## src/rtl/minesweeper_game_fsm_if.sv

```systemverilog
// Controller-side signal bundle for minesweeper_game_fsm: board/generator
// status and timing inputs, plus control, timer and best-time outputs.
interface minesweeper_game_fsm_if #(
  parameter int unsigned TIME_W = 10,
  parameter int unsigned MINE_W = 7
);
  logic              go;
  logic [1:0]        difficulty;
  logic              gen_done;
  logic              is_win;
  logic              is_loss;
  logic              tick;
  logic              pause_req;
  logic              reset_out;
  logic              enable_mine_generation;
  logic [MINE_W-1:0] mine_count;
  logic              enable_vga;
  logic              clock_run;
  logic              playing;
  logic              compare_high_score;
  logic              new_record;
  logic [TIME_W-1:0] elapsed;
  logic [TIME_W-1:0] best_time;
  logic [2:0]        state;

  modport master (
    input  go, difficulty, gen_done, is_win, is_loss, tick, pause_req,
    output reset_out, enable_mine_generation, mine_count, enable_vga,
           clock_run, playing, compare_high_score, new_record, elapsed,
           best_time, state
  );

  modport slave (
    output go, difficulty, gen_done, is_win, is_loss, tick, pause_req,
    input  reset_out, enable_mine_generation, mine_count, enable_vga,
           clock_run, playing, compare_high_score, new_record, elapsed,
           best_time, state
  );
endinterface

```

## src/rtl/minesweeper_game_fsm.sv

```systemverilog
// Minesweeper top-level game controller: clear/generate/play/win/lose sequencing,
// elapsed timer and per-difficulty best times. Optional pause: MINESWEEPER_PAUSE_EN.
module minesweeper_game_fsm #(
  parameter int unsigned CLEAR_CYCLES = 64,
  parameter int unsigned TIME_W       = 10,
  parameter int unsigned MINE_W       = 7,
  parameter int unsigned MINES_EASY   = 10,
  parameter int unsigned MINES_MED    = 25,
  parameter int unsigned MINES_HARD   = 40
) (
  input  logic                  clk,
  input  logic                  reset_in,
  minesweeper_game_fsm_if.master bus
);

  typedef enum logic [2:0] {
    IDLE     = 3'd0,
    CLEAR    = 3'd1,
    GENERATE = 3'd2,
    IN_GAME  = 3'd3,
    WIN      = 3'd4,
    LOSE     = 3'd5,
    PAUSED   = 3'd6,
    UNUSED   = 3'd7
  } state_e;

  localparam int unsigned       CNT_W    = (CLEAR_CYCLES > 1) ? $clog2(CLEAR_CYCLES) : 1;
  localparam logic [CNT_W-1:0]  CNT_LAST = CNT_W'(CLEAR_CYCLES - 1);
  localparam logic [TIME_W-1:0] TIME_MAX = '1;

  // Modes 2 and 3 share the hard mine count and the hard best-time slot.
  function automatic logic [1:0] best_idx(input logic [1:0] m);
    return (m == 2'd3) ? 2'd2 : m;
  endfunction

  function automatic logic [MINE_W-1:0] mines_for(input logic [1:0] m);
    case (m)
      2'd0:    return MINE_W'(MINES_EASY);
      2'd1:    return MINE_W'(MINES_MED);
      default: return MINE_W'(MINES_HARD);
    endcase
  endfunction

  state_e            state_q, state_d;
  logic [CNT_W-1:0]  clr_cnt_q, clr_cnt_d;
  logic [1:0]        mode_q, mode_d;
  logic [TIME_W-1:0] elapsed_q, elapsed_d;
  logic [TIME_W-1:0] best_q [3];
  logic [TIME_W-1:0] best_d [3];
  logic [TIME_W-1:0] best_time_q, best_time_d;
  logic [MINE_W-1:0] mine_count_q, mine_count_d;
  logic              new_record_q, new_record_d;
  logic              start;

`ifdef MINESWEEPER_PAUSE_EN
  logic pause_req_q, pause_req_d;
  logic pause_edge;
  assign pause_req_d = bus.pause_req;
  assign pause_edge  = bus.pause_req & ~pause_req_q;
`else
  logic unused_pause_req;
  assign unused_pause_req = bus.pause_req;
`endif

  always_comb begin
    state_d      = state_q;
    clr_cnt_d    = clr_cnt_q;
    mode_d       = mode_q;
    elapsed_d    = elapsed_q;
    best_d       = best_q;
    new_record_d = 1'b0;
    start        = 1'b0;
    case (state_q)
      IDLE:     start = bus.go;
      CLEAR: begin
        elapsed_d = '0;
        if (clr_cnt_q == CNT_LAST) state_d = GENERATE;
        else                       clr_cnt_d = clr_cnt_q + 1'b1;
      end
      GENERATE: if (bus.gen_done) state_d = IN_GAME;
      IN_GAME: begin
        // The win cycle freezes elapsed so the recorded time excludes its tick.
        if (bus.is_win) begin
          state_d = WIN;
          if (elapsed_q < best_q[best_idx(mode_q)]) begin
            best_d[best_idx(mode_q)] = elapsed_q;
            new_record_d             = 1'b1;
          end
        end else begin
          if (bus.tick && (elapsed_q != TIME_MAX)) elapsed_d = elapsed_q + 1'b1;
          if (bus.is_loss) state_d = LOSE;
`ifdef MINESWEEPER_PAUSE_EN
          else if (pause_edge) state_d = PAUSED;
`endif
        end
      end
      WIN, LOSE: start = bus.go;
`ifdef MINESWEEPER_PAUSE_EN
      PAUSED: begin
        if (bus.go)          start   = 1'b1;
        else if (pause_edge) state_d = IN_GAME;
      end
`endif
      default: begin
        state_d   = CLEAR;
        clr_cnt_d = '0;
      end
    endcase
    if (start) begin
      state_d   = CLEAR;
      clr_cnt_d = '0;
      mode_d    = bus.difficulty;
    end
    best_time_d  = best_d[best_idx(mode_d)];
    mine_count_d = mines_for(mode_q);
  end

  always_ff @(posedge clk) begin
    if (reset_in) begin
      state_q      <= IDLE;
      clr_cnt_q    <= '0;
      mode_q       <= '0;
      elapsed_q    <= '0;
      for (int unsigned i = 0; i < 3; i++) best_q[i] <= '1;
      best_time_q  <= '1;
      mine_count_q <= MINE_W'(MINES_EASY);
      new_record_q <= 1'b0;
    end else begin
      state_q      <= state_d;
      clr_cnt_q    <= clr_cnt_d;
      mode_q       <= mode_d;
      elapsed_q    <= elapsed_d;
      best_q       <= best_d;
      best_time_q  <= best_time_d;
      mine_count_q <= mine_count_d;
      new_record_q <= new_record_d;
    end
  end

`ifdef MINESWEEPER_PAUSE_EN
  always_ff @(posedge clk) begin
    if (reset_in) pause_req_q <= 1'b0;
    else          pause_req_q <= pause_req_d;
  end
`endif

  always_comb begin
    bus.reset_out              = 1'b1;
    bus.enable_vga             = 1'b1;
    bus.enable_mine_generation = 1'b0;
    bus.playing                = 1'b0;
    bus.clock_run              = 1'b0;
    bus.compare_high_score     = 1'b0;
    case (state_q)
      CLEAR: begin
        bus.reset_out  = 1'b0;
        bus.enable_vga = 1'b0;
      end
      GENERATE: bus.enable_mine_generation = 1'b1;
      IN_GAME: begin
        bus.playing   = 1'b1;
        bus.clock_run = 1'b1;
      end
      WIN:      bus.compare_high_score = 1'b1;
`ifdef MINESWEEPER_PAUSE_EN
      PAUSED:   bus.enable_vga = 1'b0;
`endif
      default: ;
    endcase
  end

  assign bus.state      = state_q;
  assign bus.mine_count = mine_count_q;
  assign bus.new_record = new_record_q;
  assign bus.elapsed    = elapsed_q;
  assign bus.best_time  = best_time_q;

endmodule
```

## src/flat_wrapper.sv

```systemverilog
// flat-port wrapper written by rule: the top's interface ports become plain ports
module minesweeper_game_fsm_flat 
#(
  parameter int unsigned CLEAR_CYCLES = 64,
  parameter int unsigned TIME_W       = 10,
  parameter int unsigned MINE_W       = 7,
  parameter int unsigned MINES_EASY   = 10,
  parameter int unsigned MINES_MED    = 25,
  parameter int unsigned MINES_HARD   = 40
)
  (clk, reset_in, bus_go, bus_difficulty, bus_gen_done, bus_is_win, bus_is_loss, bus_tick, bus_pause_req, bus_reset_out, bus_enable_mine_generation, bus_mine_count, bus_enable_vga, bus_clock_run, bus_playing, bus_compare_high_score, bus_new_record, bus_elapsed, bus_best_time, bus_state);
  minesweeper_game_fsm_if #(.TIME_W(TIME_W), .MINE_W(MINE_W)) bus_i ();
  input  logic clk;
  input  logic reset_in;
  input wire logic [$bits(bus_i.go)-1:0] bus_go;
  input wire logic [$bits(bus_i.difficulty)-1:0] bus_difficulty;
  input wire logic [$bits(bus_i.gen_done)-1:0] bus_gen_done;
  input wire logic [$bits(bus_i.is_win)-1:0] bus_is_win;
  input wire logic [$bits(bus_i.is_loss)-1:0] bus_is_loss;
  input wire logic [$bits(bus_i.tick)-1:0] bus_tick;
  input wire logic [$bits(bus_i.pause_req)-1:0] bus_pause_req;
  output wire logic [$bits(bus_i.reset_out)-1:0] bus_reset_out;
  output wire logic [$bits(bus_i.enable_mine_generation)-1:0] bus_enable_mine_generation;
  output wire logic [$bits(bus_i.mine_count)-1:0] bus_mine_count;
  output wire logic [$bits(bus_i.enable_vga)-1:0] bus_enable_vga;
  output wire logic [$bits(bus_i.clock_run)-1:0] bus_clock_run;
  output wire logic [$bits(bus_i.playing)-1:0] bus_playing;
  output wire logic [$bits(bus_i.compare_high_score)-1:0] bus_compare_high_score;
  output wire logic [$bits(bus_i.new_record)-1:0] bus_new_record;
  output wire logic [$bits(bus_i.elapsed)-1:0] bus_elapsed;
  output wire logic [$bits(bus_i.best_time)-1:0] bus_best_time;
  output wire logic [$bits(bus_i.state)-1:0] bus_state;
  assign bus_i.go = bus_go;
  assign bus_i.difficulty = bus_difficulty;
  assign bus_i.gen_done = bus_gen_done;
  assign bus_i.is_win = bus_is_win;
  assign bus_i.is_loss = bus_is_loss;
  assign bus_i.tick = bus_tick;
  assign bus_i.pause_req = bus_pause_req;
  assign bus_reset_out = bus_i.reset_out;
  assign bus_enable_mine_generation = bus_i.enable_mine_generation;
  assign bus_mine_count = bus_i.mine_count;
  assign bus_enable_vga = bus_i.enable_vga;
  assign bus_clock_run = bus_i.clock_run;
  assign bus_playing = bus_i.playing;
  assign bus_compare_high_score = bus_i.compare_high_score;
  assign bus_new_record = bus_i.new_record;
  assign bus_elapsed = bus_i.elapsed;
  assign bus_best_time = bus_i.best_time;
  assign bus_state = bus_i.state;
  minesweeper_game_fsm #(.CLEAR_CYCLES(CLEAR_CYCLES), .TIME_W(TIME_W), .MINE_W(MINE_W), .MINES_EASY(MINES_EASY), .MINES_MED(MINES_MED), .MINES_HARD(MINES_HARD)) u_core (.clk(clk), .reset_in(reset_in), .bus(bus_i));
endmodule
```

## config.mk

```make
export PLATFORM = sky130hd
export DESIGN_NAME = minesweeper_game_fsm_flat
export DESIGN_NICKNAME = d
export VERILOG_FILES = /design/src/rtl/minesweeper_game_fsm_if.sv /design/src/rtl/minesweeper_game_fsm.sv /design/src/flat_wrapper.sv
export SDC_FILE = /design/constraint.sdc
export NUM_CORES = 1
export LEC_CHECK = 0
export BUFFER_PORTS_ARGS = -buffer_cell sky130_fd_sc_hd__buf_2
export CORE_MARGIN = 4
export CORE_UTILIZATION = 57
export CTS_CLUSTER_DIAMETER = 80
export DETAILED_ROUTE_END_ITERATION = 10
export GPL_TIMING_DRIVEN = 0
export PLACE_DENSITY = 0.79
export RECOVER_POWER = 25
export SETUP_SLACK_MARGIN = 0.4
export SLEW_MARGIN = 20
export SYNTH_ARGS = -nofsm -noshare
export SYNTH_HDL_FRONTEND = slang
export SYNTH_SLANG_ARGS = --single-unit
```

## constraint.sdc

```tcl
create_clock -name clk -period 3.91 [get_ports clk]
set_input_delay 0.782 -clock clk [delete_from_list [all_inputs] [get_ports clk]]
set_output_delay 0.782 -clock clk [all_outputs]
set_load 0.02 [all_outputs]
```

# Word level (Yosys, flattened, before mapping)
# Cells that the tools add are included.
word_totals:
  elab_cells: 89
  reg_bits: 69
  in_bits: 10
classes:
  n_eq_ne: 20
  n_lt_le_gt_ge: 4
  n_addsub: 2
  n_reduce_logical: 13
  bitwise_logic: 6
  n_mux: 33
ops:
  columns: ["op", "count"]
  rows:
  - ["2-to-1 mux 30 bit", 3]
  - ["2-to-1 mux 10 bit", 7]
  - ["binary-select mux 10 bit (select 2 bit)", 2]
  - ["bitwise mux 30 bit", 1]
  - ["case mux 6 bit (2 select lines)", 2]
  - ["demux 10 bit (select 2 bit)", 1]
  - ["case mux 10 bit (2 select lines)", 1]
  - ["2-to-1 mux 3 bit", 4]
  - ["case mux 3 bit (4 select lines)", 1]
  - ["adder 10 x 1 -> 10 bit (second input constant)", 1]
  - ["less-than comparator 10 bit", 1]
  - ["!= test 10 bit (second input constant)", 1]
  - ["AND reduction 4 bit", 2]
  - ["2-to-1 mux 1 bit", 7]
  - ["adder 6 x 1 -> 6 bit (second input constant)", 1]
  - ["== test 3 x 2 -> 1 bit (second input constant)", 2]
  - ["== test 3 bit (second input constant)", 2]
  - ["== test 6 bit (second input constant)", 1]
  - [">= comparator 3 bit (second input constant)", 2]
  - ["2-to-1 mux 2 bit", 3]
  - ["2-to-1 mux 6 bit", 1]
  - ["!= test 2 x 1 -> 1 bit (second input constant)", 3]
  - ["!= test 2 bit (second input constant)", 3]
  - ["NOT 2 -> 3 bit", 2]
  - ["other kinds (18)", 24]

# Logic depth before layout (Yosys ltp)
# Gate-level depths: netlist (run 1).
depth:
  ltp_word: 14
  ltp_mapped: 13

# Worst setup path after synthesis (run 1)
# OpenSTA, ideal clock, no wires.
synth_path:
  path_type: "register to register"
  from: "register u_core.mode_q[0]"
  to: "register u_core.best_time_q[7] (netlist: u_core.bus.best_time[7])"
  setup_time_ns: 0.122
  synth_period_minus_slack_ns: 3.164
  setup_slack_ns: 0.746
  stages_incl_launch_ff: 14
  arrival_time_ns: 3.042
  path_buffers: 3
  cell_sequence: "dfxtp_1 buf_4 clkbuf_1 mux2i_1 nor2_1 a21oi_1 ha_1 a211oi_1 o211ai_4 or4_4 nor2_4 buf_6 nor2_4 a221o_1"
synth_via:
  elab_chain_cells: 14
  word_cells_on_any_way: 23
  cone_classes: "3 x order compare; 2 x eq/ne; 15 x mux; 2 x bitwise; 1 x reduce/logical"
synth_lines:
  columns: ["item", "line", "rtl"]
  rows:
  - ["start, declared", "minesweeper_game_fsm.sv:46", "logic [1:0] mode_q, mode_d;"]
  - ["start signal, assigned", "minesweeper_game_fsm.sv:131", "mode_q <= mode_d;"]
  - ["parallel branches: the longest is 11 deep, another holds less-than comparator 10 bit", null, null]
  - ["binary-select mux 10 bit (select 2 bit) *", "minesweeper_game_fsm.sv:114", "best_time_d = best_d[best_idx(mode_d)];"]
  - ["2-to-1 mux 10 bit (implied by the code) * (2 in series)", "minesweeper_game_fsm.sv:114", null]
  - ["end signal, assigned", "minesweeper_game_fsm.sv:134", "best_time_q <= best_time_d;"]
  - ["end, declared", "minesweeper_game_fsm.sv:50", "logic [TIME_W-1:0] best_time_q, best_time_d;"]
# Mark *: on every way between the ends. The select of a mux whose other input is x is not followed.
# A chain may end at the register's enable or synchronous reset.

# Final worst setup path (run 1)
layout_path:
  from: "register u_core.mode_q[0]"
  to: "register u_core.best_time_q[3] (netlist: u_core.bus.best_time[3])"
# Same word-level chain as after synthesis.

==> results of run 1 <==
## power groups by stage
stage / Sequential [W] / Combinational [W] / Clock, W
floorplan: 0.000753 / 0.000187 / 0
global placement: 0.000723 / 0.000293 / 0
detailed placement: 0.000724 / 0.000295 / 0
CTS: 0.000709 / 0.000298 / 0.000528
global route: 0.000715 / 0.000323 / 0.000566
finish: 0.000710 / 0.000296 / 0.000523
## cell type report
class / instances / area [um^2] / area share (%)
sequential: 65 / 1301 / 34.32
clock inverter: 6 / 42.54 / 1.122
buffer: 32 / 185.2 / 4.884
multi-input combinational: 262 / 1841 / 48.55
tap: 72 / 90.09 / 2.376
clock buffer: 10 / 137.6 / 3.630
timing repair buffer: 41 / 175.2 / 4.620
inverter: 5 / 18.77 / 0.4950
## final timing paths
| check | endpoint | cells past startpoint | slack, ns | start |
|---|---|---|---|---|
| min reg2reg | u_core.best_q[2] | 1 | 0.50 | u_core.best_q[2] |
| max | u_core.bus.best_time[3] | 12 | 0.61 | u_core.mode_q[0] |
| min | u_core.best_q[2] | 1 | 0.50 | u_core.best_q[2] |
| max reg2reg | u_core.bus.best_time[3] | 12 | 0.61 | u_core.mode_q[0] |
## through the flow
| stage | cells | setup WS (ns) |
|---|---|---|
| after floorplan | 364 | 0.7457 |
| after global placement | 477 | 0.2155 |
| after detailed placement | 477 | 0.2447 |
| after CTS | 493 | 0.4517 |
| after global routing | 493 | 0.4595 |
| final | 493 | 0.6121 |
## flip-flops by register name, summed over array words and instances (netlist names)
register and count:
u_core.best_q 30, u_core.bus.best_time 10, u_core.bus.elapsed 10, u_core.clr_cnt_q 6
u_core.bus.mine_count 3, u_core.bus.state 3, u_core.mode_q 2, u_core.bus.new_record 1
## layer usage
metal  GRT usage (%)  vias up  share of wire [%]
li1                -     1418                  -
met1           33.41     1384                 45
met2           40.03      113                 47
met3           4.612       14                6.4
met4           8.345        0                1.4
met5               0        -                  0
## synth_stat cells, drive strengths merged (5+ instances only)
cell and count:
nor2 42, nand2 20, o21ai 14, mux2i 14
buf 15, dfxtp 65, nor3b 6, nor3 11
a221o 17, and3 9, nor2b 11, a211o 20
ha 11, clkbuf 17, xnor2 7, nand3 9
nand3b 8, a21oi 23, inv 5
## cell families after synthesis
logic type	synth area share [%]
DFF	39.07
buffers and inverters	6.010
xor gates and xnor gates	2.630
adders and majority gates	4.132
and+or+nand+nor	22.31
muxes	4.545
other	0.2255
AOI/OAI and AO/OA	21.08
## critical path: stages, from the launching register on
cell and delay, ns:
dfxtp_1 0.31, buf_4 0.15, clkbuf_2 0.32, mux2i_1 0.26, nor2_1 0.06, a21oi_1 0.16
ha_1 0.28, a211oi_2 0.26, o211ai_4 0.18, nor3_4 0.37, a21oi_4 0.18, a221o_1 0.39
a211o_1 0.27
## timing repair
item,in CTS,in global routing
pin swaps,0,0
setup buffers,0,0
gates resized for setup,2,4
cloned,0,0
hold buffers,0,0
endpoints found under the setup margin,21,20
==> flow_metrics.py, run 1 <==
metrics = {
    "outcome": {
        "run_status": "finished, final reports clean",
    },
    "grt": {
        "gr-total-overflow": 0,
        "grt_max_degree": 13,
        "grt_use_total_pct": 24.78,
        "grt_pass1_vias": 2865,
        "antenna_found_initial": 0,
        "grt_pass1_wl_mm": 14.37,
    },
    "timing": {
        "period_minus_slack_ns": 3.298,
        "hold_violations": 0,
        "skew_ns": 0.007896,
        "fin_setup_tns_ns": 0,
        "fmax_ghz": 0.3032,
        "slew_viol_final": 0,
        "rsz0062_at_grt": "false",
        "fin_crit_sh_pct": 84.35,
        "setup_viol": 0,
        "worstMarginPinSlew_ns": 0.6971,
        "finalHoldWorstSlack_ns": 0.4986,
        "max_slew_margin_pct": 53.32,
    },
    "clock_network": {
        "cts_buffer_depth": 2,
        "cts_inserted_buffers": 9,
        "cts-root-buf": "clkbuf_8",
        "clock_latency_ns": 0.35,
        "cts_tree": "yes",
        "clock_sinks": 65,
        "htreeDepth": 3,
        "path_clk_slew_ns": 0.08,
    },
    "run": {
        "maxCapViolations": 0,
    },
    "setup_path": {
        "worstSetupStartpointType": "flop",
        "critPathKind": "flop to flop",
        "end_kind": "flop",
        "crit_required_ns": 4.15,
        "crit_arrival_ns": 3.54,
        "crit_path_max_fanout": 10,
    },
    "pwr": {
        "p_comb_share_pct": 19.3,
        "switching_power_w": 0.0004824,
        "ir_drop_uv": 204.5,
        "p_int_w": 0.001047,
        "p_leak_nw": 1.430,
        "powerDensity_nw_per_um2": 403.4,
        "swShare_pct": 31.55,
        "seqPwrFrac_pct": 46.5,
        "power_w": 0.001529,
        "p_clk_share_pct": 34.2,
    },
    "detailed_routing": {
        "viasPerCell": 5.941,
        "totalWireLength_mm": 8.311,
        "drc": 0,
        "routedWlPerCell_um": 16.86,
        "drt-initial-drc-count": 244,
        "ant_nets": 0,
        "vias": 2929,
        "dr.pass1.iters": 4,
    },
    "place": {
        "io_buffers": 41,
        "place_area_um2": 3630,
        "gp_congestion": 0.8606,
        "dpl.hpwl_mm": 5.986,
    },
    "floorplanning": {
        "rows": 27,
        "die_height_um": 84.44,
        "fp.dieW_um": 84.44,
        "start_util_pct": 59.75,
        "die-area_um2": 7130,
        "io_pins": 47,
        "core-area_um2": 5574,
    },
    "synthesis": {
        "yosysWarnings": 0,
        "yosys.area.top_type": "dfxtp_1",
        "synth_top_cell_area_share_pct": 39.07,
        "yosys-top-cells-area": "dfxtp_1 39%, a211o_1 5.3%, a221o_1 5.1%",
        "synth_area_um2": 3331,
        "synth_ff_type": "dfxtp_1",
        "ys_seq_area_share_pct": 39.07,
        "postSynthCellCount": 363,
        "synth.avg_cell_area_um2": 9.175,
        "async_reset_ff_share_pct": 0,
        "synth_edf_count": 0,
        "synth.distinct_cells": 53,
        "ys_ff_latch": 65,
    },
    "cells_and_area": {
        "final_cell_area_um2": 3791,
        "utilization_pct": 68.01,
        "drive_gt1_share_pct": 15.68,
        "fillers": 487,
        "final_common_cell": "dfxtp_1",
        "antennaDiodeCount": 0,
        "nNetsFinal": 437,
        "layout_common_cells": "65 x dfxtp_1, 38 x nor2_1, 38 x clkbuf_1, 22 x a21oi_1",
        "area_growth_pct": 13.82,
    },
    "min_path": {
        "min_path_type": "flop to flop",
    },
}
(Power assumes the default switching activity.)
==> run 2, diff against run 1 <==
==> constraint.sdc (replaced) <==
create_clock -name clk -period 3.3 [get_ports clk]
set_input_delay 0.66 -clock clk [delete_from_list [all_inputs] [get_ports clk]]
set_output_delay 0.66 -clock clk [all_outputs]
set_load 0.02 [all_outputs]
==> flow_metrics.py, run 2 (same netlist as run 1, synthesis figures left out) <==
metrics = {
    "outcome": {
        "run_status": "finished, final reports clean",
    },
    "clock_network": {
        "path_clk_slew_ns": 0.07,
        "cts_buffer_depth": 2,
        "holdBufCountCts": 0,
        "cts_tree": "yes",
        "clock_latency_ns": 0.36,
        "cts-root-buf": "clkbuf_8",
        "clock_sinks": 65,
        "htreeDepth": 3,
        "cts_inserted_buffers": 9,
    },
    "setup_path": {
        "worstSetupStartpointType": "flop",
        "cpMaxStageDelayCell": "or3_1",
        "worstPathCellList": "buf_6 -> clkbuf_16 -> mux2i_2 -> nor2_1 -> a21oi_2 -> ha_1 -> a211oi_2 -> o211ai_4 -> or3_1 -> buf_6 -> nor2_8 -> nor2_2 -> a221o_1",
        "crit_top_cell": "buf_6",
        "r2r_cells": 13,
        "crit_path_max_fanout": 9,
        "critPathKind": "flop to flop",
        "crit_cells": 13,
        "crit_required_ns": 3.54,
        "worst-r2r-setup-slack_ns": 0.26,
        "crit_buf_inv": 3,
        "critPathMaxStageDelay_ns": 0.42,
        "critical-path-top-delay-family": "compound AO/OA/AOI/OAI gates",
        "end_kind": "flop",
        "crit_arrival_ns": 3.27,
    },
    "pwr": {
        "switching_power_w": 0.0005730,
        "p_int_w": 0.001260,
        "seqPwrFrac_pct": 46.0,
        "swShare_pct": 31.26,
        "p_comb_share_pct": 21.2,
        "ir_drop_uv": 254.6,
        "p_leak_nw": 1.592,
        "powerDensity_nw_per_um2": 447.1,
        "p_clk_share_pct": 32.8,
    },
    "grt": {
        "grt_pass1_vias": 2880,
        "antenna_found_initial": 0,
        "grt_use_total_pct": 24.16,
        "grt_max_degree": 12,
        "gr-total-overflow": 0,
        "grt_pass1_wl_mm": 13.90,
    },
    "timing": {
        "fin_setup_tns_ns": 0,
        "slew_viol_final": 0,
        "fin_crit_sh_pct": 92.01,
        "period_minus_slack_ns": 3.036,
        "fmax_ghz": 0.3293,
        "setup_viol": 0,
        "skew_ns": 0.01147,
        "hold_violations": 0,
        "max_slew_margin_pct": 53.97,
        "rsz0062_at_grt": "true",
        "worstMarginPinSlew_ns": 0.6874,
    },
    "detailed_routing": {
        "drc": 0,
        "ant_nets": 0,
        "dr.pass1.iters": 6,
        "totalWireLength_mm": 8.787,
        "drt-initial-drc-count": 354,
        "routedWlPerCell_um": 17.10,
        "vias": 3099,
        "viasPerCell": 6.029,
    },
    "cells_and_area": {
        "nNetsFinal": 458,
        "top_register": "u_core.best_q",
        "layout_common_cells": "63 x dfxtp_1, 38 x nor2_1, 36 x clkbuf_1, 24 x buf_4",
        "area_growth_pct": 23.10,
        "antennaDiodeCount": 0,
        "largest_reg_flops": 30,
        "stdcell_count": 514,
        "final_common_cell": "dfxtp_1",
        "drive_gt1_share_pct": 23.98,
        "fillers": 430,
    },
    "floorplanning": {
        "die_height_um": 84.44,
        "io_pins": 47,
        "die-area_um2": 7130,
        "core-area_um2": 5574,
        "rows": 27,
        "fp.dieW_um": 84.44,
        "start_util_pct": 59.75,
    },
    "place": {
        "io_buffers": 41,
        "placed_cells": 477,
        "dpl.hpwl_mm": 5.861,
        "gp_congestion": 0.8478,
    },
    "min_path": {
        "worstHoldPathCells": 1,
        "min_path_type": "flop to flop",
    },
    "run": {
        "maxCapViolations": 0,
    },
}
## run 2: cell types whose count changed in the layout (fill, tap and decap cells not counted), moves of 4 or more
| cell | change |
|---|---|
| buf_4 | +14 |
| mux2i_1 | -6 |
| buf_6 | +5 |
| mux2i_2 | +5 |
| a21oi_2 | +4 |
## run 2: through the flow
stage	instance area (um^2)	total power (W)	hold slack (ns)	utilization [%]	setup WS, ns
finish	4100	0.001833	0.4928	73.56	0.2637
global route	4100	0.001911	0.5199	73.56	0.2006
CTS	3999	0.001821	0.4930	71.74	0.3667
detailed placement	3637	0.001209	0.4764	65.25	-0.1939
global placement	3637	0.001205	0.4720	65.25	-0.1424
floorplan	3342	0.001114	0.4496	-	0.4117
## run 2: routing by layer
| layer | vias to the layer above | GRT usage, % | share of wire, % |
|---|---|---|---|
| li1 | 1476 | - | - |
| met3 | 38 | 4.809 | 10 |
| met2 | 199 | 37.59 | 45 |
| met5 | - | 0 | 0 |
| met4 | 0 | 11.94 | 3.5 |
| met1 | 1386 | 32.03 | 42 |
## run 2: power by group through the flow
stage / combinational [W] / sequential, W / clock (W)
final: 0.000389 / 0.000843 / 0.000601
after global routing: 0.000419 / 0.000847 / 0.000646
after CTS: 0.000374 / 0.000842 / 0.000605
after detailed placement: 0.000350 / 0.000858 / 0
after global placement: 0.000348 / 0.000857 / 0
after floorplan: 0.000222 / 0.000892 / 0
## run 2: final cells by class
cell class	instances	area [um^2]	share of cell area, %
well taps	72	90.09	2.197
clock inverters	6	33.78	0.8239
plain buffers	32	236.5	5.767
clock buffers	10	137.6	3.357
flip-flops and latches	65	1304	31.80
repair buffers	60	334.1	8.148
inverters	5	18.77	0.4577
multi-input cells	264	1946	47.45
## run 2: worst reg2reg max path, delay by kind of cell (launching register included)
kind                     cells  cell delay, ns
buffers and inverters        3            0.40
adder cells (fa/ha/maj)      1            0.27
flip-flops                   1            0.32
multiplexers                 1            0.25
AND/OR/NAND/NOR              4            0.77
AO/OA/AOI/OAI                4            0.91
## run 2: timing repair
item / 4_1_cts / 5_1_grt
setup buffers: 14 / 5
gates cloned: 0 / 2
resized for setup: 20 / 25
pin swaps: 15 / 16
setup endpoints to repair: 40 / 36
## run 2: path summary, 6_finish.rpt
check / startpoint / end
worst max register to register: u_core.mode_q[0] / u_core.bus.best_time[8]
worst min register to register: u_core.best_q[8] / u_core.best_q[8]
worst min-delay path: u_core.best_q[8] / u_core.best_q[8]
worst max-delay path: u_core.mode_q[0] / u_core.bus.best_time[8]
==> run 3, diff against run 2 <==
--- a/config.mk
+++ b/config.mk
@@ -5,13 +5,14 @@
 export SDC_FILE = /design/constraint.sdc
 export NUM_CORES = 1
 export LEC_CHECK = 0
-export BUFFER_PORTS_ARGS = -buffer_cell sky130_fd_sc_hd__buf_2
+export ABC_AREA = 1
 export CORE_MARGIN = 4
-export CORE_UTILIZATION = 57
+export CORE_UTILIZATION = 64
 export CTS_CLUSTER_DIAMETER = 80
 export DETAILED_ROUTE_END_ITERATION = 10
+export DONT_BUFFER_PORTS = 1
 export GPL_TIMING_DRIVEN = 0
-export PLACE_DENSITY = 0.79
+export PLACE_DENSITY = 0.8
 export RECOVER_POWER = 25
 export SETUP_SLACK_MARGIN = 0.4
 export SLEW_MARGIN = 20
==> flow_metrics.py, run 3 <==
metrics = {
    "cells_and_area": {
        "nNetsFinal": 568,
        "utilization_pct": 72.93,
        "regArea_um2": 1303,
        "fillers": 445,
        "top_register": "u_core.best_q",
        "largest_reg_flops": 30,
        "antennaDiodeCount": 0,
        "multi_input_area_um2": 1946,
        "final_cell_area_um2": 4065,
        "final_common_cell": "nand2_1",
        "layout_common_cells": "162 x nand2_1, 78 x inv_1, 64 x dfxtp_1, 42 x nand3_1, 33 x nand4_1",
        "area_growth_pct": 8.626,
        "drive_gt1_share_pct": 11.98,
    },
    "detailed_routing": {
        "viasPerCell": 5.673,
        "drt-initial-drc-count": 387,
        "routedWlPerCell_um": 15.55,
        "totalWireLength_mm": 9.688,
        "drc": 0,
        "vias": 3534,
        "ant_nets": 0,
        "dr.pass1.iters": 5,
    },
    "place": {
        "dpl.hpwl_mm": 6.777,
        "place_area_um2": 3836,
        "io_buffers": 0,
        "gp_congestion": 0.9001,
    },
    "timing": {
        "worstMarginPinSlew_ns": 0.6266,
        "setup_viol": 0,
        "fmax_ghz": 0.3498,
        "fin_crit_sh_pct": 86.63,
        "fin_setup_tns_ns": 0,
        "hold_violations": 0,
        "rsz0062_at_grt": "false",
        "period_minus_slack_ns": 2.859,
        "slew_viol_final": 0,
        "skew_ns": 0.01099,
        "max_slew_margin_pct": 57.91,
    },
    "clock_network": {
        "clock_latency_ns": 0.35,
        "htreeDepth": 3,
        "path_clk_slew_ns": 0.07,
        "clock_sinks": 65,
        "cts_inserted_buffers": 9,
        "cts_tree": "yes",
        "cts-root-buf": "clkbuf_8",
        "cts_buffer_depth": 2,
    },
    "setup_path": {
        "critPathMaxStageDelay_ns": 0.35,
        "critical-path-top-delay-family": "buffers and inverters",
        "worstSetupStartpointType": "flop",
        "r2r_cells": 15,
        "crit_arrival_ns": 3.11,
        "worst-r2r-setup-slack_ns": 0.44,
        "critPathKind": "flop to flop",
        "crit_path_max_fanout": 10,
        "crit_required_ns": 3.55,
        "r2r-end": "u_core.bus.best_time[1]",
        "end_kind": "flop",
        "r2r_start": "u_core.mode_q[1]",
        "cpMaxStageDelayCell": "inv_1",
        "worstPathCellList": "buf_6 -> nor2_4 -> inv_1 -> o22ai_1 -> a21oi_1 -> ha_1 -> a21oi_1 -> o21ai_1 -> nor2_4 -> buf_2 -> nand4_1 -> nand3_1 -> nand2_1 -> inv_1 -> nand2_1",
        "crit_buf_inv": 4,
    },
    "grt": {
        "antenna_found_initial": 0,
        "grt_max_degree": 11,
        "grt_pass1_vias": 3236,
        "grt_use_total_pct": 27.95,
        "grt_pass1_wl_mm": 15.89,
        "gr-total-overflow": 0,
    },
    "floorplanning": {
        "core-area_um2": 5574,
        "die_height_um": 84.47,
        "io_pins": 47,
        "rows": 27,
        "start_util_pct": 67.14,
        "fp.dieW_um": 84.47,
        "die-area_um2": 7135,
    },
    "min_path": {
        "hold_end": "u_core.clr_cnt_q[5]",
        "worstHoldPathCells": 1,
        "min_from": "u_core.clr_cnt_q[5]",
        "min_path_type": "flop to flop",
    },
    "synthesis": {
        "synth_top_cell_area_share_pct": 34.77,
        "yosys.area.top_type": "dfxtp_1",
        "yosysMostFrequentCell": "nand2_1",
        "yosys.area_share.adder_pct": 3.678,
        "async_reset_ff_share_pct": 0,
        "synthMuxAreaShare_pct": 0,
        "synth.distinct_cells": 36,
        "synth_edf_count": 0,
        "synthXorXnorAreaFrac_pct": 0.9361,
        "synth_simple_gate_area_share_pct": 39.18,
        "postSynthCellCount": 534,
        "ys_ff_latch": 65,
        "synth_ff_type": "dfxtp_1",
        "ys_seq_area_share_pct": 34.77,
        "yosysWarnings": 0,
        "synth_compound_area_share_pct": 7.857,
        "synth_area_um2": 3742,
        "yosys-top-cells-area": "dfxtp_1 35%, nand2_1 16%, inv_1 7.6%",
        "synthTopCellsByCount": "162 x nand2_1, 76 x inv_1, 65 x dfxtp_1",
        "synth_top_family_by_area": "simple AND/OR/NAND/NOR gates",
        "synth.avg_cell_area_um2": 7.008,
    },
    "pwr": {
        "ir_drop_uv": 378.5,
        "p_int_w": 0.001602,
        "p_leak_nw": 2.153,
        "powerDensity_nw_per_um2": 664.7,
        "p_clk_share_pct": 27.2,
        "switching_power_w": 0.001100,
        "swShare_pct": 40.69,
        "seqPwrFrac_pct": 39.0,
        "p_comb_share_pct": 33.7,
    },
    "outcome": {
        "run_status": "finished, final reports clean",
    },
    "run": {
        "maxCapViolations": 0,
    },
}
-- run 3: timing repair --
item / CTS / global route
pin swaps: 0 / 1
buffers inserted: 0 / 1
hold buffers: 0 / 0
resized for setup: 4 / 3
setup endpoints to repair: 12 / 39
gates cloned: 0 / 0
-- run 3: final cells by class --
| type | instances | share of cell area (%) |
|---|---|---|
| timing repair buffer | 1 | 0.1847 |
| clock buffer | 13 | 4.401 |
| inverter | 84 | 8.002 |
| multi-input combinational | 363 | 47.86 |
| sequential | 65 | 32.04 |
| buffer | 23 | 4.432 |
| tap | 72 | 2.216 |
| clock inverter | 2 | 0.8618 |
-- run 3: how the worst max path moves through the flow --
stage	from	endpoint	depth (start not counted)
after detailed placement	u_core.mode_q[0]	u_core.bus.best_time[1]	14
final	u_core.mode_q[1]	u_core.bus.best_time[1]	15
after CTS	u_core.mode_q[0]	u_core.bus.best_time[1]	15
after floorplan	u_core.mode_q[0]	u_core.bus.best_time[7]	15
after global placement	u_core.mode_q[0]	u_core.bus.best_time[8]	14
after global routing	u_core.mode_q[1]	u_core.bus.best_time[2]	16
-- run 3: kinds of logic (layout without fill, tap and decap cells) --
logic type               Yosys count  after routing
AO/OA/AOI/OAI                     52             52
XOR/XNOR                           4              4
buffers and inverters            107            123
adder cells (fa/ha/maj)           11             11
AND/OR/NAND/NOR                  293            293
other                              2              3
flip-flops                        65             65
-- run 3: power by group through the flow --
stage               Clock, W  Sequential, W  Combinational (W)
global placement           0        0.00107           0.000887
detailed placement         0        0.00107           0.000896
finish              0.000736        0.00105           0.000912
CTS                 0.000735        0.00106           0.000908
global route        0.000770        0.00107            0.00102
floorplan                  0        0.00105           0.000724
-- run 3: metrics by stage --
stage	power [W]	hold slack [ns]	setup WS, ns	std cells
2_1_floorplan	0.001777	0.4217	0.9388	535
4_1_cts	0.002698	0.4563	0.4774	622
3_3_place_gp	0.001958	0.4374	0.3745	607
5_1_grt	0.002858	0.4937	0.2177	623
3_5_place_dp	0.001967	0.4459	0.3130	607
6_report	0.002702	0.4526	0.4413	623
-- run 3: metal layers --
| layer | global-route usage, % | share of wire (%) |
|---|---|---|
| met5 | 0 | 0 |
| met4 | 14.24 | 3.6 |
| met3 | 6.575 | 7.8 |
| met2 | 43.62 | 46 |
| met1 | 36.12 | 43 |
